===== config.mk =====
export PLATFORM = sky130hd
export DESIGN_NAME = sunsen_i2c_target
export DESIGN_NICKNAME = d
export VERILOG_FILES = /design/src/rtl/sunsen_i2ct_pkg.sv /design/src/rtl/sunsen_i2ct_sync.sv /design/src/rtl/sunsen_i2c_target.sv
export SDC_FILE = /design/constraint.sdc
export NUM_CORES = 1
export LEC_CHECK = 0
export CAP_MARGIN = 20
export CORE_UTILIZATION = 50
export CTS_CLUSTER_DIAMETER = 150
export DETAILED_ROUTE_END_ITERATION = 10
export GPL_ROUTABILITY_DRIVEN = 0
export MAX_ROUTING_LAYER = met4
export PLACE_DENSITY = 0.68
export SYNTH_ARGS = -nofsm -noshare
export SYNTH_HDL_FRONTEND = slang
export SYNTH_SLANG_ARGS = --single-unit
export TNS_END_PERCENT = 50

===== constraint.sdc =====
create_clock -name PCLK -period 4 [get_ports PCLK]
set_clock_uncertainty 0.1 [all_clocks]
set_input_delay 0.8 -clock PCLK [delete_from_list [all_inputs] [get_ports PCLK]]
set_output_delay 0.8 -clock PCLK [all_outputs]
set_load 0.005 [all_outputs]

===== src/rtl/sunsen_i2ct_pkg.sv =====
// Shared definitions for the sun-sensor I2C target: FSM states, bus ACK levels,
// default address and the majority vote used by the optional glitch filter.
package sunsen_i2ct_pkg;

  typedef enum logic [3:0] {
    ST_IDLE,
    ST_ADDR,
    ST_ADDR_ACK,
    ST_PTR,
    ST_PTR_ACK,
    ST_WDATA,
    ST_WDATA_ACK,
    ST_RDATA,
    ST_RDATA_ACK
  } state_e;

  localparam logic I2C_ACK  = 1'b0;
  localparam logic I2C_NACK = 1'b1;

  localparam logic [6:0] DEFAULT_TARGET_ADDR = 7'h48;

  function automatic logic maj3(input logic a, input logic b, input logic c);
    return (a & b) | (a & c) | (b & c);
  endfunction

endpackage


===== src/rtl/sunsen_i2ct_sync.sv =====
// Two-flop synchroniser for one raw pad line (idles high like an I2C bus line).
// Macro SUNSEN_I2CT_GLITCH_FILTER_EN adds a 3-sample majority filter after it.
module sunsen_i2ct_sync (
  input  logic clk_i,
  input  logic rst_i,
  input  logic d_i,
  output logic q_o
);
  import sunsen_i2ct_pkg::*;

  logic [1:0] sync_q;

  always_ff @(posedge clk_i or posedge rst_i) begin
    if (rst_i) sync_q <= 2'b11;
    else       sync_q <= {sync_q[0], d_i};
  end

`ifdef SUNSEN_I2CT_GLITCH_FILTER_EN
  // A one-cycle spike only ever occupies one of the three votes, so it is dropped.
  logic [1:0] win_q;
  logic       filt_q;

  always_ff @(posedge clk_i or posedge rst_i) begin
    if (rst_i) begin
      win_q  <= 2'b11;
      filt_q <= 1'b1;
    end else begin
      win_q  <= {win_q[0], sync_q[1]};
      filt_q <= maj3(sync_q[1], win_q[0], win_q[1]);
    end
  end

  assign q_o = filt_q;
`else
  assign q_o = sync_q[1];
`endif

endmodule


===== src/rtl/sunsen_i2c_target.sv =====
// I2C target emulating a sun-sensor register bank: pointer byte then auto-incrementing data.
// Optional input glitch filter enabled by defining SUNSEN_I2CT_GLITCH_FILTER_EN.
module sunsen_i2c_target import sunsen_i2ct_pkg::*; #(
  parameter logic [6:0] TARGET_ADDR = DEFAULT_TARGET_ADDR,
  parameter int         NUM_REGS    = 8,
  parameter int         PW          = $clog2(NUM_REGS)
) (
  input  logic          PCLK,
  input  logic          PRESET,
  input  logic          SCL_IN,
  input  logic          SDA_IN,
  output logic          SDA_OE,
  input  logic [PW-1:0] LOC_ADDR,
  output logic [7:0]    LOC_RDATA,
  input  logic          LOC_WE,
  input  logic [7:0]    LOC_WDATA,
  output logic          WR_STROBE,
  output logic [PW-1:0] WR_ADDR,
  output logic          BUSY
);

  localparam logic [3:0] BYTE_BITS = 4'd8;

  logic sclS, sdaS;
  logic sclH_q, sdaH_q;
  logic sclRise_q, sclFall_q, start_q, stop_q, sdaBit_q;

  state_e        state_q, state_d;
  logic [3:0]    bitCnt_q, bitCnt_d;
  logic [7:0]    shift_q, shift_d;
  logic [PW-1:0] ptr_q, ptr_d;
  logic          rw_q, rw_d;
  logic          sdaOe_q, sdaOe_d;
  logic          busy_q, busy_d;
  logic          wrStrobe_q, wrStrobe_d;
  logic [PW-1:0] wrAddr_q, wrAddr_d;
  logic          i2cWe;
  logic [7:0]    bank_q [NUM_REGS];
  logic [7:0]    bankOut;

  sunsen_i2ct_sync u_sync_scl (.clk_i(PCLK), .rst_i(PRESET), .d_i(SCL_IN), .q_o(sclS));
  sunsen_i2ct_sync u_sync_sda (.clk_i(PCLK), .rst_i(PRESET), .d_i(SDA_IN), .q_o(sdaS));

  // Registered edge and bus-condition flags; the FSM only ever sees these one-cycle pulses.
  always_ff @(posedge PCLK or posedge PRESET) begin
    if (PRESET) begin
      sclH_q    <= 1'b1;
      sdaH_q    <= 1'b1;
      sclRise_q <= 1'b0;
      sclFall_q <= 1'b0;
      start_q   <= 1'b0;
      stop_q    <= 1'b0;
      sdaBit_q  <= 1'b1;
    end else begin
      sclH_q    <= sclS;
      sdaH_q    <= sdaS;
      sclRise_q <= sclS & ~sclH_q;
      sclFall_q <= ~sclS & sclH_q;
      start_q   <= sclS & sclH_q & sdaH_q & ~sdaS;
      stop_q    <= sclS & sclH_q & ~sdaH_q & sdaS;
      sdaBit_q  <= sdaS;
    end
  end

  assign bankOut = bank_q[ptr_q];

  always_comb begin
    state_d    = state_q;
    bitCnt_d   = bitCnt_q;
    shift_d    = shift_q;
    ptr_d      = ptr_q;
    rw_d       = rw_q;
    sdaOe_d    = sdaOe_q;
    busy_d     = busy_q;
    wrStrobe_d = 1'b0;
    wrAddr_d   = wrAddr_q;
    i2cWe      = 1'b0;

    if (stop_q) begin
      state_d = ST_IDLE;
      sdaOe_d = 1'b0;
      busy_d  = 1'b0;
    end else if (start_q) begin
      state_d  = ST_ADDR;
      bitCnt_d = 4'd0;
      sdaOe_d  = 1'b0;
    end else begin
      case (state_q)
        ST_IDLE: ;
        ST_ADDR, ST_PTR, ST_WDATA: begin
          if (sclRise_q && bitCnt_q != BYTE_BITS) begin
            shift_d  = {shift_q[6:0], sdaBit_q};
            bitCnt_d = bitCnt_q + 4'd1;
          end else if (sclFall_q && bitCnt_q == BYTE_BITS) begin
            sdaOe_d = 1'b1;
            if (state_q == ST_ADDR) begin
              if (shift_q[7:1] == TARGET_ADDR) begin
                rw_d    = shift_q[0];
                busy_d  = 1'b1;
                state_d = ST_ADDR_ACK;
              end else begin
                sdaOe_d = 1'b0;
                busy_d  = 1'b0;
                state_d = ST_IDLE;
              end
            end else if (state_q == ST_PTR) begin
              ptr_d   = shift_q[PW-1:0];
              state_d = ST_PTR_ACK;
            end else begin
              i2cWe      = 1'b1;
              wrStrobe_d = 1'b1;
              wrAddr_d   = ptr_q;
              ptr_d      = ptr_q + 1'b1;
              state_d    = ST_WDATA_ACK;
            end
          end
        end
        ST_ADDR_ACK, ST_PTR_ACK, ST_WDATA_ACK: begin
          if (sclFall_q) begin
            sdaOe_d  = 1'b0;
            bitCnt_d = 4'd0;
            if (state_q == ST_ADDR_ACK && rw_q) begin
              shift_d = bankOut;
              ptr_d   = ptr_q + 1'b1;
              sdaOe_d = ~bankOut[7];
              state_d = ST_RDATA;
            end else if (state_q == ST_ADDR_ACK) begin
              state_d = ST_PTR;
            end else begin
              state_d = ST_WDATA;
            end
          end
        end
        ST_RDATA: begin
          if (sclRise_q && bitCnt_q != BYTE_BITS) begin
            bitCnt_d = bitCnt_q + 4'd1;
          end else if (sclFall_q) begin
            if (bitCnt_q == BYTE_BITS) begin
              sdaOe_d = 1'b0;
              state_d = ST_RDATA_ACK;
            end else begin
              shift_d = {shift_q[6:0], 1'b0};
              sdaOe_d = ~shift_q[6];
            end
          end
        end
        // bitCnt is reused as the "master acknowledged" marker: 8 on entry, 0 once ACK is seen.
        ST_RDATA_ACK: begin
          if (sclRise_q) begin
            if (sdaBit_q == I2C_NACK) begin
              sdaOe_d = 1'b0;
              busy_d  = 1'b0;
              state_d = ST_IDLE;
            end else begin
              bitCnt_d = 4'd0;
            end
          end else if (sclFall_q && bitCnt_q == 4'd0) begin
            shift_d = bankOut;
            ptr_d   = ptr_q + 1'b1;
            sdaOe_d = ~bankOut[7];
            state_d = ST_RDATA;
          end
        end
        default: state_d = ST_IDLE;
      endcase
    end
  end

  always_ff @(posedge PCLK or posedge PRESET) begin
    if (PRESET) begin
      state_q    <= ST_IDLE;
      bitCnt_q   <= 4'd0;
      shift_q    <= 8'h00;
      ptr_q      <= '0;
      rw_q       <= 1'b0;
      sdaOe_q    <= 1'b0;
      busy_q     <= 1'b0;
      wrStrobe_q <= 1'b0;
      wrAddr_q   <= '0;
    end else begin
      state_q    <= state_d;
      bitCnt_q   <= bitCnt_d;
      shift_q    <= shift_d;
      ptr_q      <= ptr_d;
      rw_q       <= rw_d;
      sdaOe_q    <= sdaOe_d;
      busy_q     <= busy_d;
      wrStrobe_q <= wrStrobe_d;
      wrAddr_q   <= wrAddr_d;
    end
  end

  // I2C write has priority over a local write to the same register in the same cycle.
  always_ff @(posedge PCLK or posedge PRESET) begin
    if (PRESET) begin
      for (int i = 0; i < NUM_REGS; i++) bank_q[i] <= 8'h00;
    end else begin
      for (int i = 0; i < NUM_REGS; i++) begin
        if (i2cWe && ptr_q == PW'(i))            bank_q[i] <= shift_q;
        else if (LOC_WE && LOC_ADDR == PW'(i))   bank_q[i] <= LOC_WDATA;
      end
    end
  end

  assign SDA_OE    = sdaOe_q;
  assign BUSY      = busy_q;
  assign WR_STROBE = wrStrobe_q;
  assign WR_ADDR   = wrAddr_q;
  assign LOC_RDATA = bank_q[LOC_ADDR];

endmodule


==> results of run 1 <==
## power by group
part / leakage (nW) / total [mW] / internal (mW) / switching [mW]
logic: 1.59 / 1.38 / 0.760 / 0.621
clock network: 0.166 / 0.983 / 0.585 / 0.398
registers: 1.18 / 1.69 / 1.25 / 0.445
total: 2.93 / 4.05 / 2.59 / 1.46
## synth_stat cells (all sizes together) (2+ instances only)
library cell	instances
dfrtp	94
mux2i	78
nor2	75
a21oi	71
buf	39
mux4	31
nand2	24
mux2	21
o21ai	16
clkbuf	13
inv	13
nand3	12
ha	8
dfstp	6
nor3	6
nor2b	5
a31oi	4
nand4	4
nor3b	4
and2	3
nand2b	3
nand4b	3
nor4b	3
a2111oi	2
a211o	2
a211oi	2
a21boi	2
and3	2
and4b	2
nand3b	2
nor4	2
o211ai	2
o21a	2
o21bai	2
o31ai	2
## placed cells by master (no fill, tap or decap), types with 9 or more instances in the layout
cell type	n
mux2_2	20
nand2_1	24
o21ai_0	15
mux4_2	31
clkdlybuf4s50_1	29
inv_1	12
a21oi_1	70
dfrtp_1	94
nor2_1	72
clkbuf_16	9
mux2i_1	78
## worst max-delay path by stage
stage / end / slack (ns)
3_3_place_gp: LOC_RDATA[0] / 0.31
4_1_cts: LOC_RDATA[0] / 0.27
2_1_floorplan: BUSY / 0.49
3_5_place_dp: LOC_RDATA[0] / 0.28
5_1_grt: LOC_RDATA[0] / 0.24
6_report: LOC_RDATA[0] / 0.28
## worst max-delay path: stages
cell             delay (ns)
clkdlybuf4s50_1        0.51
buf_12                 0.21
mux4_2                 0.51
mux2_2                 0.31
clkdlybuf4s50_1        0.47
## kinds of logic after synthesis
group,synth area share (%)
AOI/OAI and AO/OA,11.34
buffers and inverters,4.734
and+or+nand+nor,13.32
muxes,28.04
adders and majority gates,1.632
DFF,40.93
## state kept, by name, summed over array words and instances, names as in the netlist, 2 cells and up
name / cells
u_sync_scl.sync_q: 2
WR_ADDR: 3
bitCnt_q: 4
ptr_q: 3
u_sync_sda.sync_q: 2
state_q: 4
shift_q: 8
bank_q: 64
## final cells by class
| class | instances | area [um^2] | share of cell area (%) |
|---|---|---|---|
| flip-flops and latches | 100 | 2510 | 36.65 |
| inverters | 13 | 51.30 | 0.7491 |
| well taps | 147 | 183.9 | 2.686 |
| repair buffers | 41 | 425.4 | 6.212 |
| clock inverters | 5 | 82.58 | 1.206 |
| clock buffers | 11 | 252.7 | 3.691 |
| multi-input cells | 408 | 3342 | 48.80 |
## metal layers
metal / vias up / global-route usage, % / wire length [um]
met5: - / - / 0
met4: 0 / 11.02 / 331
met3: 23 / 5.196 / 855
met2: 145 / 43.33 / 7841
met1: 2290 / 36.89 / 6714
li1: 2084 / - / -
==> flow_summary.json, run 1 <==
{
  "crit_required_ns": 3.10,
  "period_needed_ns": 3.724,
  "vdd_drop_max_mv": 0.3335,
  "cts.htree.levels": 3,
  "place_inst": 708,
  "r2r_slack_ns": 1.04,
  "cts-hold-fix-buffers": 0,
  "dpl.hpwl_um": 10390,
  "drv_cap": 0,
  "core_um2": 11960,
  "fmax_mhz": 268.6,
  "post-place-ws_ns": 0.2803,
  "whs_path_depth": 0,
  "yosys_warnings": 0,
  "async_flop_share_pct": 100.0,
  "antenna_found_initial": 0,
  "area_delta_synth_final_pct": 11.67,
  "ys_seq_area_share_pct": 40.93,
  "whs_endpoint": "u_sync_scl.sync_q[1]",
  "arrival_ns": 2.82,
  "cts-root-buf": "clkbuf_16",
  "final_area_um2": 6848,
  "finalCritPeriodShare_pct": 93.09,
  "ys_types": 63,
  "rr_endpoint": "bank_q[63]",
  "hold_ws_ns": 0.2468,
  "synth_top_area_share_pct": 38.36,
  "clk_path_buf_depth": 2,
  "final_cells": 725,
  "die_h_um": 112.7,
  "cts_resized": 0,
  "io_pins": 30,
  "syn_area_um2": 6132,
  "grt_pass1_vias": 4638,
  "start_util_pct": 51.27,
  "fin_total_pwr_mw": 4.055,
  "critPathCaptureType": "primary output",
  "holdCritStartpoint": "u_sync_scl.sync_q[0]",
  "postSynthAreaPerCell_um2": 10.70,
  "cts_tree": "done",
  "setup_slack_ns": 0.2763,
  "drc_errors": 0,
  "n_antenna_cell": 0,
  "syn_inst": 573,
  "nets": 597,
  "std_cell_rows": 40,
  "ys.flop_type": "dfrtp_1",
  "hold_class": "flip-flop to flip-flop",
  "die_w_um": 112.7,
  "grt_max_degree": 101,
  "first_iter_violations": 339,
  "overflow": 0,
  "finalHoldViolCount": 0,
  "start_kind": "input port",
  "n_fill_cell": 1025,
  "path_class": "input port to primary output",
  "grt_use_total_pct": 28.04,
  "grt_pass1_wl_um": 25940,
  "critPathLaunch": "LOC_ADDR[0]",
  "finalWirelength_um": 15740,
  "r2r_cells": 7,
  "vias_per_cell": 6.265,
  "final_util_pct": 57.25,
  "synth_edf_count": 0,
  "rsz0062_at_grt": "false",
  "io_buffers": 29,
  "final-setup-viol-count": 0,
  "numCtsBuffers": 9,
  "yosysTopAreaCell": "dfrtp_1",
  "slew_headroom_pct": 43.28,
  "postCtsSetupRepairBufs": 0,
  "ys_seq_elements": 100,
  "wl_per_cell_um": 21.72,
  "vias": 4542,
  "drive_gt1_share_pct": 18.69,
  "slew_viol_final": 0,
  "fin_setup_tns_ns": 0,
  "syn_nets": 597,
  "placed_area_um2": 6497,
  "first_pass_iters": 5,
  "p_leak_nw": 2.927,
  "synth.area.top_cells": "dfrtp_1 (38%), mux2i_1 (13%), mux4_2 (11%), a21oi_1 (5.7%), nor2_1 (4.4%)",
  "p_per_area_nw_per_um2": 592.1,
  "numClockSinks": 100,
  "clk_latency_ns": 0.36,
  "crit_fanout": 24,
  "timing.rr.start": "bitCnt_q[0]",
  "outcome": "completed",
  "dieArea_um2": 12710,
  "path_clk_slew_ns": 0.07,
  "ant_nets": 0,
  "worst_slew_pin_slew_ns": 0.8507
}
Note: power is estimated with default switching activity, not from simulation.
==> run 2, diff against run 1 <==
Settings changed: REMOVE_ABC_BUFFERS from default to 1, SLEW_MARGIN from default to 20.
==> run 2 against run 1 <==
Effect of this change:
- combinational power fell by 3%
- worst setup slack gained 0.025 ns
- cell count rose by 0.28%
- fmax rose by 0.68%
- first-iteration DRC count increased by 19%
- count of clock-buffer cells in the layout fell by 2
- die area unchanged
- total power decreased by 5.1%
==> flow_summary.json, run 2 (synthesis results as in run 1) <==
{
  "postCtsSetupRepairBufs": 0,
  "core_um2": 11960,
  "die_w_um": 112.7,
  "cp_cell_sequence": "clkdlybuf4s50_1 > buf_12 > mux4_2 > mux2_2 > clkdlybuf4s50_1",
  "timing.rr.start": "bitCnt_q[0]",
  "pwr-share-seq_pct": 43.4,
  "vdd_drop_max_mv": 0.2507,
  "clk_latency_ns": 0.36,
  "numClockSinks": 100,
  "cts-root-buf": "clkbuf_16",
  "first_pass_iters": 5,
  "dpl.hpwl_um": 9590,
  "max_stage_delay_ns": 0.51,
  "path_clk_slew_ns": 0.07,
  "r2r_cells": 7,
  "holdCritStartpoint": "u_sync_scl.sync_q[0]",
  "drv_cap": 0,
  "p_per_area_nw_per_um2": 565.4,
  "nets": 599,
  "cts.htree.levels": 3,
  "wl_per_cell_um": 20.35,
  "critPathCaptureType": "primary output",
  "setup_slack_ns": 0.3015,
  "numCtsBuffers": 9,
  "hold_ws_ns": 0.2564,
  "antenna_found_initial": 0,
  "cts_resized": 0,
  "fin_setup_tns_ns": 0,
  "crit_required_ns": 3.10,
  "worst_slew_pin_slew_ns": 1.057,
  "vias": 4499,
  "p_leak_nw": 2.898,
  "r2r_slack_ns": 1.11,
  "grt_pass1_vias": 4308,
  "grt_pass1_wl_um": 23810,
  "clk_path_buf_depth": 2,
  "slew_viol_final": 0,
  "n_antenna_cell": 0,
  "arrival_ns": 2.80,
  "die_h_um": 112.7,
  "p_int_mw": 2.420,
  "finalWirelength_um": 14800,
  "fin_total_pwr_mw": 3.848,
  "grt_max_degree": 101,
  "io_pins": 30,
  "pwr-share-comb_pct": 34.7,
  "power_frac_clock_pct": 21.9,
  "outcome": "completed",
  "fmax_mhz": 270.4,
  "overflow": 0,
  "ant_nets": 0,
  "final-setup-viol-count": 0,
  "io_buffers": 29,
  "std_cell_rows": 40,
  "hold_class": "flip-flop to flip-flop",
  "finalCritPeriodShare_pct": 92.46,
  "finalHoldViolCount": 0,
  "vias_per_cell": 6.188,
  "area_delta_synth_final_pct": 10.98,
  "start_kind": "input port",
  "rr_endpoint": "bank_q[60]",
  "final_common_cell": "dfrtp_1",
  "top_register": "bank_q",
  "crit_fanout": 24,
  "rsz0062_at_grt": "false",
  "whs_path_depth": 0,
  "slew_headroom_pct": 29.54,
  "whs_endpoint": "u_sync_scl.sync_q[1]",
  "final_cell_mix": "dfrtp_1 (94), mux2i_1 (78), nor2_1 (72)",
  "dieArea_um2": 12710,
  "grt_use_total_pct": 25.81,
  "cts-hold-fix-buffers": 0,
  "drc_errors": 0,
  "top_regs": "bank_q: 64 flops, shift_q: 8 flops",
  "crit_path_frequent_cell": "clkdlybuf4s50_1",
  "cpMaxStageDelayCell": "clkdlybuf4s50_1",
  "period_needed_ns": 3.698,
  "power_switching_mw": 1.428,
  "swShare_pct": 37.10,
  "drive_gt1_share_pct": 18.97,
  "start_util_pct": 51.27,
  "first_iter_violations": 404,
  "largest_reg_flops": 64,
  "cts_tree": "done",
  "post-place-ws_ns": 0.3109,
  "path_class": "input port to primary output"
}
## run 2: cell count changes in the layout (fill, tap and decap cells not counted), sizes merged
cell,previous run,this run
buf,12,14
bufinv,2,0
clkbuf,11,9
clkinvlp,0,3
inv,14,15
## run 2: metrics by stage
stage          area (um^2)  util (%)  instances
2_1_floorplan         5891         -        521
3_3_place_gp          6520     54.51        711
3_5_place_dp          6520     54.51        711
4_1_cts               6805     56.89        727
5_1_grt               6805     56.89        727
6_report              6805     56.89        727
## run 2: critical path, delay by kind of cell
| kind | cells | cell delay [ns] |
|---|---|---|
| muxes | 2 | 0.82 |
| buffers and inverters | 3 | 1.17 |
## run 2: layout make-up
cell class                 count  area (um^2)
fill                        1001         5156
multi-input combinational    408         3342
sequential                   100         2510
timing repair buffer          43        432.9
clock buffer                   9        225.2
tap                          147        183.9
clock inverter                 7        60.06
inverter                      13        51.30
## run 2: routing by layer
| metal | share of wire [%] | routed length [um] | global-route usage [%] |
|---|---|---|---|
| met1 | 44 | 6559 | 34.89 |
| met2 | 47 | 7013 | 38.72 |
| met3 | 6.6 | 980 | 5.678 |
| met4 | 1.6 | 244 | 8.711 |
| met5 | 0 | 0 | - |
## run 2: how the worst max path moves through the flow
stage / start / cells after the start / slack, ns / endpoint
after floorplan: PRESET / 1 / 0.49 / BUSY
after global placement: LOC_ADDR[0] / 5 / 0.33 / LOC_RDATA[6]
after detailed placement: LOC_ADDR[0] / 5 / 0.31 / LOC_RDATA[7]
after CTS: LOC_ADDR[0] / 5 / 0.30 / LOC_RDATA[7]
after global routing: LOC_ADDR[0] / 5 / 0.24 / LOC_RDATA[6]
final: LOC_ADDR[0] / 5 / 0.30 / LOC_RDATA[6]
## run 2: power by group through the flow
stage | clock network [mW] | logic (mW) | registers, mW
final | 0.844 | 1.34 | 1.67
after global routing | 0.901 | 1.46 | 1.72
after CTS | 0.859 | 1.34 | 1.66
after detailed placement | 0 | 1.34 | 1.67
after global placement | 0 | 1.30 | 1.66
after floorplan | 0 | 0.998 | 1.55
==> run 3, diff against run 2 <==
--- a/config.mk
+++ b/config.mk
@@ -18,2 +18,3 @@
 export SYNTH_HDL_FRONTEND = slang
+export SYNTH_HIERARCHICAL = 1
 export SYNTH_SLANG_ARGS = --single-unit
--- a/constraint.sdc
+++ b/constraint.sdc
@@ -4,2 +4,2 @@
 set_output_delay 0.8 -clock PCLK [all_outputs]
-set_load 0.005 [all_outputs]
+set_load 0.01 [all_outputs]
==> run 3 against run 2 <==
Effect of this change:
- highest routed layer unchanged
- clock power is 28% higher
- routed wire length is 2.0% higher
- global-route usage is 0.52 points higher
- flip-flop and latch count stayed put
- count of clock-buffer cells in the layout is 3 higher
- critical path depth stayed put
- sequential share of layout area is 0.20 points lower
- cell count is 2.8% higher
- via count is 1.8% higher
- sequential power is 20% lower
- die area is 0.65% lower
==> flow_summary.json, run 3 <==
{
  "outcome": "completed",
  "hold_ws_ns": 0.2584,
  "critPathLaunch": "LOC_ADDR[0]",
  "finalWirelength_um": 15100,
  "postCtsSetupRepairBufs": 0,
  "ys_seq_elements": 100,
  "wl_per_cell_um": 20.21,
  "grt_use_total_pct": 26.34,
  "drive_gt1_share_pct": 16.39,
  "core_um2": 11660,
  "p_leak_nw": 3.026,
  "slew_headroom_pct": 46.88,
  "finalCritPeriodShare_pct": 93.06,
  "final_common_cell": "dfrtp_1",
  "whs_endpoint": "u_sync_sda/sync_q[1]",
  "grt_pass1_vias": 4476,
  "first_iter_violations": 437,
  "io_pins": 30,
  "grt_max_degree": 57,
  "rsz0062_at_grt": "false",
  "n_antenna_cell": 0,
  "final-setup-viol-count": 0,
  "setup_slack_ns": 0.2777,
  "swShare_pct": 25.80,
  "path_clk_slew_ns": 0.06,
  "met1_length_um": 6578,
  "p_per_area_nw_per_um2": 435.3,
  "hold_class": "flip-flop to flip-flop",
  "top_regs": "bank_q: 64 flops, shift_q: 8 flops",
  "first_pass_iters": 5,
  "dpl.hpwl_um": 10060,
  "syn_inst": 598,
  "power_frac_clock_pct": 36.1,
  "antenna_found_initial": 0,
  "placed_area_um2": 6475,
  "final_cells": 747,
  "cts_resized": 0,
  "cts.htree.levels": 3,
  "nets": 623,
  "worst_slew_pin_slew_ns": 0.7969,
  "drc_errors": 0,
  "die_h_um": 112.4,
  "fin_setup_tns_ns": 0,
  "yosys_warnings": 6,
  "vias_per_cell": 6.133,
  "arrival_ns": 2.82,
  "fin_total_pwr_mw": 2.978,
  "synth.area.top_cells": "dfrtp_1 (39%), mux4_2 (12%), mux2i_1 (11%), a21oi_1 (5.8%), nor2_1 (5.6%)",
  "yosysMostFrequentCell": "dfrtp_1",
  "postSynthAreaPerCell_um2": 10.19,
  "cts-hold-fix-buffers": 0,
  "period_needed_ns": 3.722,
  "crit_required_ns": 3.10,
  "largest_reg_flops": 64,
  "timing.rr.start": "state_q[0]",
  "top_register": "bank_q",
  "overflow": 0,
  "ys_types": 53,
  "dieArea_um2": 12630,
  "path_class": "input port to primary output",
  "post-place-ws_ns": 0.2706,
  "start_kind": "input port",
  "ys_seq_area_share_pct": 41.20,
  "area_delta_synth_final_pct": 12.30,
  "synthTopCellsByCount": "dfrtp_1 (94), nor2_1 (91), a21oi_1 (70)",
  "pwr-share-comb_pct": 19.1,
  "r2r_cells": 6,
  "rr_endpoint": "bank_q[50]",
  "vdd_drop_max_mv": 0.3723,
  "start_util_pct": 52.24,
  "wl_met3_um": 1043,
  "place_inst": 731,
  "vias": 4581,
  "grt_pass1_wl_um": 24380,
  "ys.flop_type": "dfrtp_1",
  "finalHoldViolCount": 0,
  "drv_cap": 0,
  "syn_area_um2": 6092,
  "power_switching_mw": 0.7685,
  "r2r_slack_ns": 1.27,
  "async_flop_share_pct": 100.0,
  "wl_met2_um": 7316,
  "whs_path_depth": 0,
  "clk_latency_ns": 0.35,
  "std_cell_rows": 39,
  "pwr-share-seq_pct": 44.7,
  "p_int_mw": 2.210,
  "critPathCaptureType": "primary output",
  "holdCritStartpoint": "u_sync_sda/sync_q[0]",
  "clk_path_buf_depth": 2,
  "ant_nets": 0,
  "cts_tree": "done",
  "numClockSinks": 100,
  "die_w_um": 112.4,
  "synth_edf_count": 0,
  "final_util_pct": 58.66,
  "fmax_mhz": 268.6,
  "numCtsBuffers": 9,
  "io_buffers": 29,
  "cts-root-buf": "clkbuf_16",
  "final_area_um2": 6842,
  "slew_viol_final": 0,
  "synth_top_area_share_pct": 38.61,
  "yosysTopAreaCell": "dfrtp_1",
  "highest_layer": "met4",
  "crit_fanout": 24,
  "final_cell_mix": "dfrtp_1 (94), nor2_1 (91), a21oi_1 (70)"
}
[run 3: cell count changes after synthesis, moves of 4 or more]
cell	delta
clkbuf_1	+13
nor2_1	+19
mux2i_1	-10
buf_2	-6
nand3_1	+4
nand2_1	+17
nand3_2	-4
buf_4	-4
[run 3: final cells by class]
type / instances / area, um^2
clock buffer: 12 / 246.5
tap: 143 / 178.9
sequential: 100 / 2510
timing repair buffer: 43 / 420.4
clock inverter: 4 / 120.1
inverter: 15 / 58.81
multi-input combinational: 430 / 3307
fill: 967 / 4821
[run 3: logic make-up (layout without fill, tap and decap cells)]
| kind of cell | Yosys count | after routing | synth area share, % |
|---|---|---|---|
| AND/OR/NAND/NOR | 186 | 186 | 14.54 |
| multiplexers | 123 | 123 | 27.32 |
| AO/OA/AOI/OAI | 112 | 112 | 10.47 |
| flip-flops | 100 | 100 | 41.20 |
| buffers and inverters | 68 | 74 | 4.683 |
| adder cells (fa/ha/maj) | 8 | 8 | 1.643 |
| XOR/XNOR | 1 | 1 | 0.1438 |
[run 3: worst max-delay path by stage]
stage	endpoint	slack, ns
finish	LOC_RDATA[6]	0.28
global route	LOC_RDATA[6]	0.20
CTS	LOC_RDATA[6]	0.26
detailed placement	LOC_RDATA[6]	0.27
global placement	LOC_RDATA[6]	0.30
floorplan	BUSY	0.60
[run 3: metal layers]
layer | vias to the layer above | track usage (%)
li1 | 2143 | -
met1 | 2263 | 35.08
met2 | 161 | 42.07
met3 | 14 | 5.346
met4 | 0 | 5.511
met5 | - | -
[run 3: worst max-delay path, cell delays in order]
cell	delay [ns]
clkdlybuf4s50_1	0.51
buf_12	0.21
mux4_2	0.52
mux2_2	0.29
clkdlybuf4s50_1	0.48
[run 3: power groups by stage]
stage | logic, mW | registers [mW] | clock network (mW)
floorplan | 0.404 | 1.30 | 0
CTS | 0.574 | 1.33 | 1.09
detailed placement | 0.574 | 1.35 | 0
global route | 0.624 | 1.35 | 1.13
global placement | 0.555 | 1.34 | 0
finish | 0.570 | 1.33 | 1.08
